<file path="src/rtl/seq_shifter.sv">
// -----------------------------------------------------------------------------
// seq_shifter
// Multi-cycle shift/rotate unit for the ALU datapath. A request (operand,
// operation, amount) is taken over a valid/ready handshake, shifted one
// position per clock, and the result is presented with zero/carry flags
// through a held valid/ready output handshake.
//
// Optional build macro:
//   SEQ_SHIFTER_BARREL_EN - compute the whole shift combinationally at capture
//                           and go straight to DONE (1-edge latency). Results
//                           are bit-identical to the iterative path.
//
// Ports:
//   clk, rst              clock (rising edge), async active-high reset
//   in_valid / in_ready   request handshake
//   in_a [WIDTH]          operand
//   in_op [3]             000 pass, 001 ROR, 010 ROL, 011 SRL, 100 SLL,
//                         101 SRA, 110/111 pass
//   in_amt [AMT_W]        number of single-bit steps
//   out_valid / out_ready result handshake; result held until accepted
//   out_y [WIDTH]         result
//   out_zero              out_y == 0
//   out_carry             last bit shifted/rotated out (0 if no step taken)
//   busy                  unit not idle
// -----------------------------------------------------------------------------
module seq_shifter #(
    parameter int unsigned WIDTH = 7,
    parameter int unsigned AMT_W = 3
) (
    input  logic             clk,
    input  logic             rst,
    input  logic             in_valid,
    output logic             in_ready,
    input  logic [WIDTH-1:0] in_a,
    input  logic [2:0]       in_op,
    input  logic [AMT_W-1:0] in_amt,
    output logic             out_valid,
    input  logic             out_ready,
    output logic [WIDTH-1:0] out_y,
    output logic             out_zero,
    output logic             out_carry,
    output logic             busy
);

    localparam logic [2:0] OP_PASS = 3'b000;
    localparam logic [2:0] OP_ROR  = 3'b001;
    localparam logic [2:0] OP_ROL  = 3'b010;
    localparam logic [2:0] OP_SRL  = 3'b011;
    localparam logic [2:0] OP_SLL  = 3'b100;
    localparam logic [2:0] OP_SRA  = 3'b101;

    typedef enum logic [1:0] {
        IDLE  = 2'd0,
        SHIFT = 2'd1,
        DONE  = 2'd2
    } state_t;

    // One single-position step; returns {carry, register}.
    function automatic logic [WIDTH:0] step_f(input logic [2:0]       op,
                                              input logic [WIDTH-1:0] r);
        logic [WIDTH:0] res;
        case (op)
            OP_ROR:  res = {r[0],       r[0],       r[WIDTH-1:1]};
            OP_ROL:  res = {r[WIDTH-1], r[WIDTH-2:0], r[WIDTH-1]};
            OP_SRL:  res = {r[0],       1'b0,       r[WIDTH-1:1]};
            OP_SLL:  res = {r[WIDTH-1], r[WIDTH-2:0], 1'b0};
            OP_SRA:  res = {r[0],       r[WIDTH-1], r[WIDTH-1:1]};
            default: res = {1'b0, r};
        endcase
        return res;
    endfunction

`ifdef SEQ_SHIFTER_BARREL_EN
    localparam int unsigned MAX_AMT = (32'd1 << AMT_W) - 32'd1;

    // Unrolled chain of conditional steps: reuses step_f so the flags and
    // the amount >= WIDTH cases match the iterative path exactly.
    function automatic logic [WIDTH:0] barrel_f(input logic [2:0]       op,
                                                input logic [WIDTH-1:0] a,
                                                input logic [AMT_W-1:0] amt);
        logic [WIDTH:0] acc;
        acc = {1'b0, a};
        for (int unsigned i = 0; i < MAX_AMT; i++) begin
            if (AMT_W'(i) < amt) begin
                acc = step_f(op, acc[WIDTH-1:0]);
            end
        end
        return acc;
    endfunction
`endif

    state_t             state_q, state_d;
    logic [WIDTH-1:0]   r_q, r_d;
    logic [2:0]         op_q, op_d;
    logic [AMT_W-1:0]   cnt_q, cnt_d;
    logic               carry_q, carry_d;
    logic               in_ready_q, in_ready_d;
    logic               out_valid_q, out_valid_d;
    logic               busy_q, busy_d;
    logic [WIDTH-1:0]   out_y_q, out_y_d;
    logic               out_zero_q, out_zero_d;
    logic               out_carry_q, out_carry_d;
    logic [WIDTH:0]     step_res;
`ifdef SEQ_SHIFTER_BARREL_EN
    logic [WIDTH:0]     barrel_res;
`endif

    // State and datapath registers.
    always_ff @(posedge clk or posedge rst) begin
        if (rst) begin
            state_q     <= IDLE;
            r_q         <= '0;
            op_q        <= OP_PASS;
            cnt_q       <= '0;
            carry_q     <= 1'b0;
            in_ready_q  <= 1'b1;
            out_valid_q <= 1'b0;
            busy_q      <= 1'b0;
            out_y_q     <= '0;
            out_zero_q  <= 1'b0;
            out_carry_q <= 1'b0;
        end else begin
            state_q     <= state_d;
            r_q         <= r_d;
            op_q        <= op_d;
            cnt_q       <= cnt_d;
            carry_q     <= carry_d;
            in_ready_q  <= in_ready_d;
            out_valid_q <= out_valid_d;
            busy_q      <= busy_d;
            out_y_q     <= out_y_d;
            out_zero_q  <= out_zero_d;
            out_carry_q <= out_carry_d;
        end
    end

    // Next-state, datapath and registered-output logic.
    always_comb begin
        state_d     = state_q;
        r_d         = r_q;
        op_d        = op_q;
        cnt_d       = cnt_q;
        carry_d     = carry_q;
        out_y_d     = out_y_q;
        out_zero_d  = out_zero_q;
        out_carry_d = out_carry_q;
        step_res    = step_f(op_q, r_q);
`ifdef SEQ_SHIFTER_BARREL_EN
        barrel_res  = barrel_f(in_op, in_a, in_amt);
`endif

        case (state_q)
            IDLE: begin
                if (in_valid) begin
                    op_d    = in_op;
`ifdef SEQ_SHIFTER_BARREL_EN
                    r_d     = barrel_res[WIDTH-1:0];
                    carry_d = barrel_res[WIDTH];
                    cnt_d   = '0;
                    state_d = DONE;
`else
                    r_d     = in_a;
                    carry_d = 1'b0;
                    cnt_d   = in_amt;
                    state_d = (in_amt != '0) ? SHIFT : DONE;
`endif
                end
            end
            SHIFT: begin
                r_d     = step_res[WIDTH-1:0];
                carry_d = step_res[WIDTH];
                cnt_d   = cnt_q - AMT_W'(1);
                if (cnt_q == AMT_W'(1)) begin
                    state_d = DONE;
                end
            end
            DONE: begin
                if (out_ready) begin
                    state_d = IDLE;
                end
            end
            default: begin
                state_d = IDLE;
            end
        endcase

        // Result registers load once, on entry to DONE, and hold after.
        if ((state_d == DONE) && (state_q != DONE)) begin
            out_y_d     = r_d;
            out_zero_d  = (r_d == '0);
            out_carry_d = carry_d;
        end

        in_ready_d  = (state_d == IDLE);
        out_valid_d = (state_d == DONE);
        busy_d      = (state_d != IDLE);
    end

    assign in_ready  = in_ready_q;
    assign out_valid = out_valid_q;
    assign busy      = busy_q;
    assign out_y     = out_y_q;
    assign out_zero  = out_zero_q;
    assign out_carry = out_carry_q;

endmodule

</file>
<file path="config.mk">
export PLATFORM = sky130hd
export DESIGN_NAME = seq_shifter
export DESIGN_NICKNAME = d
export VERILOG_FILES = /design/src/rtl/seq_shifter.sv
export SDC_FILE = /design/constraint.sdc
export NUM_CORES = 1
export LEC_CHECK = 0
export CAP_MARGIN = 40
export CELL_PAD_IN_SITES_DETAIL_PLACEMENT = 0
export CELL_PAD_IN_SITES_GLOBAL_PLACEMENT = 1
export CORE_ASPECT_RATIO = 1.25
export CORE_UTILIZATION = 40
export CTS_BUF_LIST = sky130_fd_sc_hd__clkbuf_2
export CTS_CLUSTER_SIZE = 8
export DETAILED_ROUTE_END_ITERATION = 10
export GPL_TIMING_DRIVEN = 0
export PLACE_DENSITY = 0.85
export SLEW_MARGIN = 20
export SYNTH_ARGS = -nofsm -noshare
export SYNTH_HDL_FRONTEND = slang
export SYNTH_SLANG_ARGS = --single-unit
</file>
<file path="constraint.sdc">
create_clock -name clk -period 2.49 [get_ports clk]
set_input_delay 0.3735 -clock clk [delete_from_list [all_inputs] [get_ports clk]]
set_output_delay 0.3735 -clock clk [all_outputs]
set_load 0.1 [all_outputs]
</file>
==> results of run 1 <==
## cell usage after synthesis, types with 2 or more instances
| library cell | number |
|---|---|
| ha_1 | 2 |
| nand2_1 | 10 |
| o22ai_1 | 3 |
| and2_1 | 5 |
| o211ai_1 | 6 |
| a221oi_2 | 2 |
| buf_2 | 7 |
| nand2b_1 | 8 |
| nor3b_1 | 2 |
| nand3b_1 | 5 |
| dfrtp_1 | 27 |
| o21ai_1 | 5 |
| inv_2 | 2 |
| nor2b_1 | 2 |
| nand3_1 | 2 |
| a31oi_1 | 4 |
| a311oi_2 | 4 |
| o21ba_1 | 5 |
| o21bai_1 | 4 |
| o21a_1 | 2 |
| nor2_1 | 14 |
| inv_1 | 11 |
| buf_6 | 2 |
| o21ai_0 | 5 |
| clkbuf_1 | 2 |
| a21oi_1 | 17 |
| mux2_2 | 2 |
## worst max-delay path, cell delays in order, from the launching register on
cell and delay, ns:
dfstp_2 0.58, clkdlybuf4s50_1 0.52, buf_8 0.21
## routing by layer
layer | up-vias | part of all wire (%) | track usage (%)
li1 | 726 | - | -
met1 | 679 | 47 | 27.0
met2 | 30 | 48 | 32.8
met3 | 7 | 2.6 | 1.55
met4 | 0 | 2.1 | 6.98
met5 | - | 0 | 0
## worst max path at each step
stage / cells after the start / endpoint / slack, ns / start
after detailed placement: 7 / out_y[2]$_DFFE_PP0P_ / 0.44 / in_amt[1]
after floorplan: 6 / out_y[3]$_DFFE_PP0P_ / 0.85 / cnt_q[0]$_DFFE_PP0P_
final: 2 / in_ready / 0.44 / in_ready$_DFF_PP1_
after CTS: 2 / in_ready / 0.40 / in_ready$_DFF_PP1_
after global routing: 7 / out_y[6]$_DFFE_PP0P_ / 0.36 / state_q[0]$_DFF_PP0_
after global placement: 7 / out_y[6]$_DFFE_PP0P_ / 0.45 / in_amt[1]
## through the flow
step	hold WS, ns	instances	area, µm²
after floorplan	0.438	179	1690
after global placement	0.472	262	2030
after detailed placement	0.479	275	2230
after CTS	0.229	279	2240
after global routing	0.225	279	2240
final	0.243	279	2240
## cells by family (layout without fill, tap and decap cells)
family	count (synthesis)	in the layout	share of synthesized area (%)
AOI/OAI and AO/OA	65	65	29.0
adders and majority gates	2	2	1.48
buffers and inverters	25	69	7.18
DFF	28	28	41.5
muxes	4	4	2.59
and+or+nand+nor	55	55	18.2
## layout make-up
class	instances	share of cell area, %
sequential	28	31.3
timing repair buffer	40	20.7
clock buffer	3	0.669
multi-input combinational	126	38.6
inverter	13	2.17
tap	56	3.12
buffer	12	3.23
clock inverter	1	0.167
## sequential cells by signal, indices dropped and copies added (netlist names)
name and cells:
carry_q 1, in_ready 1, cnt_q 3, busy 1, out_y 7, state_q 2, out_zero 1, out_valid 1
r_q 7, op_q 3, out_carry 1
## cell usage in the layout, fill, tap and decap left out, types with 3 or more instances in the layout
cell type | synthesis | final
a21oi_1 | 17 | 17
a311oi_2 | 4 | 4
a31oi_1 | 4 | 4
and2_1 | 5 | 5
buf_2 | 7 | 7
buf_8 | 0 | 13
clkbuf_2 | 0 | 3
clkdlybuf4s50_1 | 0 | 27
dfrtp_1 | 27 | 27
inv_1 | 11 | 11
nand2_1 | 10 | 10
nand2b_1 | 8 | 8
nand3b_1 | 5 | 5
nor2_1 | 14 | 14
o211ai_1 | 6 | 6
o21ai_0 | 5 | 5
o21ai_1 | 5 | 5
o21ba_1 | 5 | 5
o21bai_1 | 4 | 4
o22ai_1 | 3 | 3
==> flow_summary_export.csv, run 1 <==
group,metric,value,unit
cells_and_area,diodes,0,
sta,slew_viol_final,0,
synthesis,syn_nets,198,
sta,hold_viol,0,
critical_path,arrival,1.68,ns
cts,clockBufferDepth,2,
synthesis,synth_cell_types,46,
cells_and_area,final_core_util,55.2,%
routing,ant_nets,0,
critical_path,rrSetupSlack,0.55,ns
run,cap_violations,0,
cts,cts-resized-gates,0,
placement,dp_slack,0.441,ns
floorplan,ios,29,
synthesis,ys_seq_elements,28,
synthesis,syn-instance-count,179,
cts,clk_pin_slew_worst_paths,0.26,ns
placement,hpwl,3.02,mm
floorplan,start_util,41.6,%
outcome,status,"finished clean",
synthesis,synth_top_area_cell,"dfrtp_1",
sta,fmax,487,MHz
synthesis,ys.flop_type,"dfrtp_1",
grt,track_usage,19.8,%
grt,grt_pass1_wl,6.62,mm
routing,via_per_inst,5.17,
sta,relSlewSlack,59.1,%
grt,grt_pass1_vias,1391,
sta,final.setup.worst_slack,0.436,ns
critical_path,worst-path-max-fanout,1,
sta,fin_crit,2.05,ns
critical_path,start_kind,"flop",
cts,numCtsBuffers,3,
floorplan,die-area,4490,µm²
routing,wl_per_cell,14.5,µm
cells_and_area,final_layout_size_suffix_gt1_share,19.7,%
placement,gp_congestion,0.825,
floorplan,die_y,74.7,µm
synthesis,synthDominantCellAreaShare,40.0,%
cts,postCtsSetupRepairBufs,0,
floorplan,core,4070,µm²
sta,finalSetupViolCount,0,
synthesis,yosysSeqAreaShare,41.5,%
grt,gr-total-overflow,0,
routing,vias,1442,
synthesis,yosys-top-cells-area,"dfrtp_1 40%, a21oi_1 5.0%, a311oi_2 3.6%",
routing,wirelength,4.05,mm
critical_path,r2r_end,"out_zero$_DFFE_PP0P_",
sta,fin_crit_sh,82.5,%
routing,drc,0,
grt,grt_start_max_net_pins,20,
cts,clkSinkCount,28,
synthesis,synth_edf_count,0,
sta,fin_tns_setup,0,ns
synthesis,synth_area_per_cell,9.44,µm²
cells_and_area,nets,243,
critical_path,worstPathRequired,2.12,ns
synthesis,synth_area,1690,µm²
cts,ctsHoldBuffers,0,
synthesis,synth_warnings,0,
placement,portBuffers,27,
cells_and_area,multi_input_area,867,µm²
floorplan,rows,26,
cells_and_area,regArea,702,µm²
critical_path,ff2ff_path_depth,6,
cts,htree_levels,1,
routing,firstDrtPassIters,4,
sta,finClkSkew,0.00390,ns
critical_path,end_kind,"output port",
synthesis,async_flop_share,100,%
worst_hold_path,min_path_type,"in2async",
cells_and_area,fillCellCount,372,
critical_path,path_class,"reg2out",
cts,root_buffer,"clkbuf_2",
cells_and_area,syn_to_final_growth,32.8,%
critical_path,reg2reg_from,"op_q[0]$_DFFE_PP0P_",
grt,antenna_found_initial,0,
cts,cts_tree,"yes",
sta,tightest_slew,0.611,ns
cts,insertion_delay,0.37,ns
floorplan,die_w,60.1,µm
sta,rsz0062_at_grt,"no",
routing,initialDrtViolationCount,53,
Power of run 1 is left out: the tool's default activity adds up to more than one toggle a clock period on the data nets, which glitch-free logic cannot reach.
==> inputs of run 2 (changes only) <==
==> constraint.sdc (replaced) <==
create_clock -name clk -period 2.1 [get_ports clk]
set_input_delay 0.315 -clock clk [delete_from_list [all_inputs] [get_ports clk]]
set_output_delay 0.315 -clock clk [all_outputs]
set_load 0.1 [all_outputs]
==> flow_summary_export.csv, run 2 (synthesized netlist as in run 1, its figures left out) <==
group,metric,value,unit
critical_path,end_kind,"output port",
grt,track_usage,19.8,%
cells_and_area,syn_to_final_growth,33.2,%
routing,ant_nets,0,
critical_path,reg2reg_from,"op_q[0]$_DFFE_PP0P_",
critical_path,ff2ff_path_depth,6,
critical_path,worst-path-max-fanout,1,
routing,wirelength,4.04,mm
worst_hold_path,min_path_type,"in2async",
cells_and_area,layout_common_cells,"27 x dfrtp_1, 27 x clkdlybuf4s50_1, 17 x a21oi_1, 14 x nor2_1, 13 x buf_8",
critical_path,rrSetupSlack,0.17,ns
run,cap_violations,0,
cts,clk_pin_slew_worst_paths,0.27,ns
cts,htree_levels,1,
cells_and_area,diodes,0,
critical_path,path_class,"reg2out",
critical_path,arrival,1.69,ns
cts,cts_tree,"yes",
placement,portBuffers,27,
placement,gp_congestion,0.825,
sta,relSlewSlack,57.3,%
cells_and_area,nets,243,
cts,numCtsBuffers,3,
critical_path,worstPathRequired,1.78,ns
cts,postCtsSetupRepairBufs,0,
critical_path,start_kind,"flop",
cts,root_buffer,"clkbuf_2",
floorplan,ios,29,
routing,initialDrtViolationCount,62,
routing,drc,0,
sta,rsz0062_at_grt,"no",
critical_path,r2r_end,"out_zero$_DFFE_PP0P_",
cells_and_area,final_core_util,55.4,%
sta,fmax,500,MHz
cts,clockBufferDepth,2,
floorplan,die_w,60.1,µm
routing,wl_per_cell,14.5,µm
sta,fin_tns_setup,0,ns
sta,finClkSkew,0.00421,ns
grt,grt_start_max_net_pins,20,
floorplan,start_util,41.6,%
grt,gr-total-overflow,0,
routing,vias,1441,
grt,grt_pass1_wl,6.62,mm
floorplan,die-area,4490,µm²
floorplan,core,4070,µm²
placement,hpwl,3.02,mm
floorplan,die_y,74.7,µm
sta,fin_crit,2.00,ns
cts,clkSinkCount,28,
routing,via_per_inst,5.16,
cts,insertion_delay,0.37,ns
floorplan,rows,26,
sta,slew_viol_final,0,
sta,hold_viol,0,
grt,antenna_found_initial,0,
sta,fin_crit_sh,95.3,%
routing,firstDrtPassIters,4,
cells_and_area,fillCellCount,371,
sta,finalSetupViolCount,0,
sta,tightest_slew,0.638,ns
grt,grt_pass1_vias,1391,
outcome,status,"finished clean",
cells_and_area,final_layout_size_suffix_gt1_share,19.7,%
-- run 2: cell count changes in the layout (fill, tap and decap cells not counted) --
cell / delta
nor3b_2: -1
nor3b_4: +1
-- run 2: how the worst max path moves through the flow --
stage / from / end / slack (ns) / depth (start not counted)
global placement: in_amt[1] / out_y[6]$_DFFE_PP0P_ / 0.12 / 7
CTS: in_ready$_DFF_PP1_ / in_ready / 0.07 / 2
global route: in_ready$_DFF_PP1_ / in_ready / 0.03 / 2
floorplan: cnt_q[0]$_DFFE_PP0P_ / out_y[3]$_DFFE_PP0P_ / 0.46 / 6
detailed placement: in_amt[1] / out_y[2]$_DFFE_PP0P_ / 0.11 / 7
finish: in_ready$_DFF_PP1_ / in_ready / 0.1 / 2
-- run 2: layer usage --
layer  global-route usage, %  wire, µm
met4                    6.98        87
met2                    32.8      1940
met3                    1.55        95
met1                    27.0      1920
met5                       0         0
-- run 2: final cells by class --
cell class | count | area [µm²] | share of cell area [%]
clock buffers | 3 | 15.0 | 0.667
inverters | 13 | 48.8 | 2.17
well taps | 56 | 70.1 | 3.11
clock inverters | 1 | 3.75 | 0.167
plain buffers | 12 | 72.6 | 3.22
flip-flops and latches | 28 | 702 | 31.2
repair buffers | 40 | 465 | 20.7
multi-input cells | 126 | 873 | 38.8
-- run 2: timing repair --
action	4_1_cts	5_1_grt
endpoints found under the setup margin	0	3
hold buffers	0	0
resized for setup	0	1
-- run 2: critical path, cell delays in order (launching register included) --
cell	delay [ns]
dfstp_2	0.58
clkdlybuf4s50_1	0.52
buf_8	0.21
-- run 2: stage by stage --
step | hold WS (ns) | instance area (µm²) | cells | worst slack, ns
6_report | 0.179 | 2250 | 279 | 0.0993
3_3_place_gp | 0.472 | 2030 | 262 | 0.123
5_1_grt | 0.166 | 2250 | 279 | 0.0343
3_5_place_dp | 0.479 | 2230 | 275 | 0.109
4_1_cts | 0.171 | 2240 | 279 | 0.0691
2_1_floorplan | 0.380 | 1690 | 179 | 0.460
Power of run 2 is left out for the same reason.
==> inputs of run 3 (changes only) <==
--- a/config.mk
+++ b/config.mk
@@ -9,13 +9,13 @@
 export CELL_PAD_IN_SITES_DETAIL_PLACEMENT = 0
 export CELL_PAD_IN_SITES_GLOBAL_PLACEMENT = 1
 export CORE_ASPECT_RATIO = 1.25
-export CORE_UTILIZATION = 40
+export CORE_UTILIZATION = 38
 export CTS_BUF_LIST = sky130_fd_sc_hd__clkbuf_2
 export CTS_CLUSTER_SIZE = 8
 export DETAILED_ROUTE_END_ITERATION = 10
 export GPL_TIMING_DRIVEN = 0
 export PLACE_DENSITY = 0.85
-export SLEW_MARGIN = 20
+export SLEW_MARGIN = 30
 export SYNTH_ARGS = -nofsm -noshare
 export SYNTH_HDL_FRONTEND = slang
 export SYNTH_SLANG_ARGS = --single-unit
==> constraint.sdc (replaced) <==
create_clock -name clk -period 1.6 [get_ports clk]
set_input_delay 0.24 -clock clk [delete_from_list [all_inputs] [get_ports clk]]
set_output_delay 0.24 -clock clk [all_outputs]
set_load 0.1 [all_outputs]
==> flow_summary_export.csv, run 3 (synthesized netlist as in run 1, its figures left out) <==
group,metric,value,unit
critical_path,end_kind,"flop",
routing,wl_met3,124,µm
cts,htree_levels,1,
cells_and_area,syn_to_final_growth,54.2,%
critical_path,arrival,2.08,ns
placement,dp_cells,274,
routing,wl_per_cell,15.9,µm
routing,via_per_inst,5.28,
outcome,status,"complete, but fails checks",
routing,drc,0,
routing,firstDrtPassIters,4,
cts,clockBufferDepth,2,
critical_path,worstPathRequired,1.94,ns
critical_path,worst-path-max-fanout,7,
routing,ant_nets,0,
routing,met2WireLength,2.40,mm
cells_and_area,final_common_cell,"dfrtp_1",
sta,fin_crit,1.75,ns
cts,insertion_delay,0.39,ns
sta,fmax,573,MHz
critical_path,reg2reg_from,"op_q[0]$_DFFE_PP0P_",
grt,grt_pass1_vias,1524,
cells_and_area,layout_common_cells,"23 x dfrtp_1, 17 x buf_4, 15 x clkdlybuf4s50_1, 12 x a21oi_1, 12 x buf_12",
grt,track_usage,20.4,%
cells_and_area,diodes,0,
routing,initialDrtViolationCount,68,
worst_hold_path,min_path_type,"in2async",
cts,numCtsBuffers,3,
cells_and_area,layout.cells.non_filler,294,
sta,fin_crit_sh,109,%
run,cap_violations,0,
cells_and_area,final_core_util,62.6,%
cells_and_area,nets,258,
critical_path,path_class,"reg2reg",
sta,hold_viol,0,
placement,gp_congestion,0.835,
cts,root_buffer,"clkbuf_2",
floorplan,core,4160,µm²
floorplan,die-area,4720,µm²
routing,top_layer_used,"met4",
floorplan,rows,26,
placement,dp_slack,-0.286,ns
cts,clk_pin_slew_worst_paths,0.29,ns
floorplan,die_y,76.6,µm
placement,portBuffers,27,
sta,slew_viol_final,0,
floorplan,ios,29,
sta,finalSetupViolCount,5,
sta,fin_tns_setup,-0.277,ns
routing,vias,1552,
sta,final.setup.worst_slack,-0.145,ns
grt,grt_start_max_net_pins,29,
critical_path,start_kind,"flop",
cells_and_area,final_layout_size_suffix_gt1_share,38.7,%
sta,rsz0062_at_grt,"yes",
sta,relSlewSlack,61.0,%
floorplan,start_util,40.6,%
cts,cts_tree,"yes",
outcome,violations,"setup timing",
sta,finClkSkew,0.00683,ns
placement,hpwl,3.03,mm
grt,gr-total-overflow,0,
routing,met1_length,2.06,mm
cts,clkSinkCount,28,
floorplan,die_w,61.7,µm
grt,antenna_found_initial,0,
grt,grt_pass1_wl,7.26,mm
routing,wirelength,4.69,mm
critical_path,startpoint,"op_q[0]$_DFFE_PP0P_",
sta,tightest_slew,0.585,ns
cells_and_area,fillCellCount,366,
==> run 3: cell count changes in the layout (fill, tap and decap cells not counted), sizes merged <==
cell | previous run | this run
clkdlybuf4s15 | 0 | 2
dlygate4sd2 | 0 | 6
bufinv | 0 | 1
clkdlybuf4s50 | 27 | 15
clkinv | 1 | 0
buf | 23 | 42
==> run 3: timing repair <==
item | 4_1_cts | 5_1_grt
gates cloned | 0 | 1
setup endpoints to repair | 24 | 11
gates resized for setup | 37 | 32
hold buffers | 0 | 0
setup buffers | 16 | 6
pin swaps | 10 | 11
==> run 3: path summary, 6_finish.rpt <==
path                                             end  slack, ns  cells after the start
worst max-delay path            out_zero$_DFFE_PP0P_      -0.15                      6
worst min-delay path            out_y[5]$_DFFE_PP0P_       0.17                      2
max in group asynchronous       state_q[1]$_DFF_PP0_       1.03                      2
min in group clk                 op_q[2]$_DFFE_PP0P_       0.35                      3
worst min register to register  out_y[3]$_DFFE_PP0P_       0.54                      1
worst max register to register  out_zero$_DFFE_PP0P_      -0.15                      6
==> run 3: final cells by class <==
cell class                 instances  area, µm²  area share, %
tap                               56       70.1           2.69
multi-input combinational        126        998           38.3
sequential                        28        707           27.1
inverter                          13       48.8           1.87
clock buffer                       3       15.0          0.576
clock inverter                     1       30.0           1.15
buffer                            11       93.8           3.60
timing repair buffer              56        643           24.7
==> run 3: worst max-delay path, stage by stage (launching register included) <==
cell,delay (ns)
dfrtp_2,0.51
buf_4,0.17
a21oi_1,0.16
o221ai_2,0.15
a221oi_2,0.31
o211ai_1,0.15
o31ai_2,0.24
==> run 3: routing by layer <==
metal	GRT usage, %	vias to the layer above
met5	0	-
met4	8.44	0
met3	1.87	11
met2	31.7	37
met1	28.3	746
li1	-	758
==> run 3: stage by stage <==
| stage | hold WS (ns) | instance area, µm² |
|---|---|---|
| 2_1_floorplan | 0.305 | 1720 |
| 3_3_place_gp | 0.476 | 2060 |
| 3_5_place_dp | 0.486 | 2240 |
| 4_1_cts | 0.183 | 2460 |
| 5_1_grt | 0.233 | 2610 |
| 6_report | 0.173 | 2610 |
Power of run 3 is left out for the same reason.
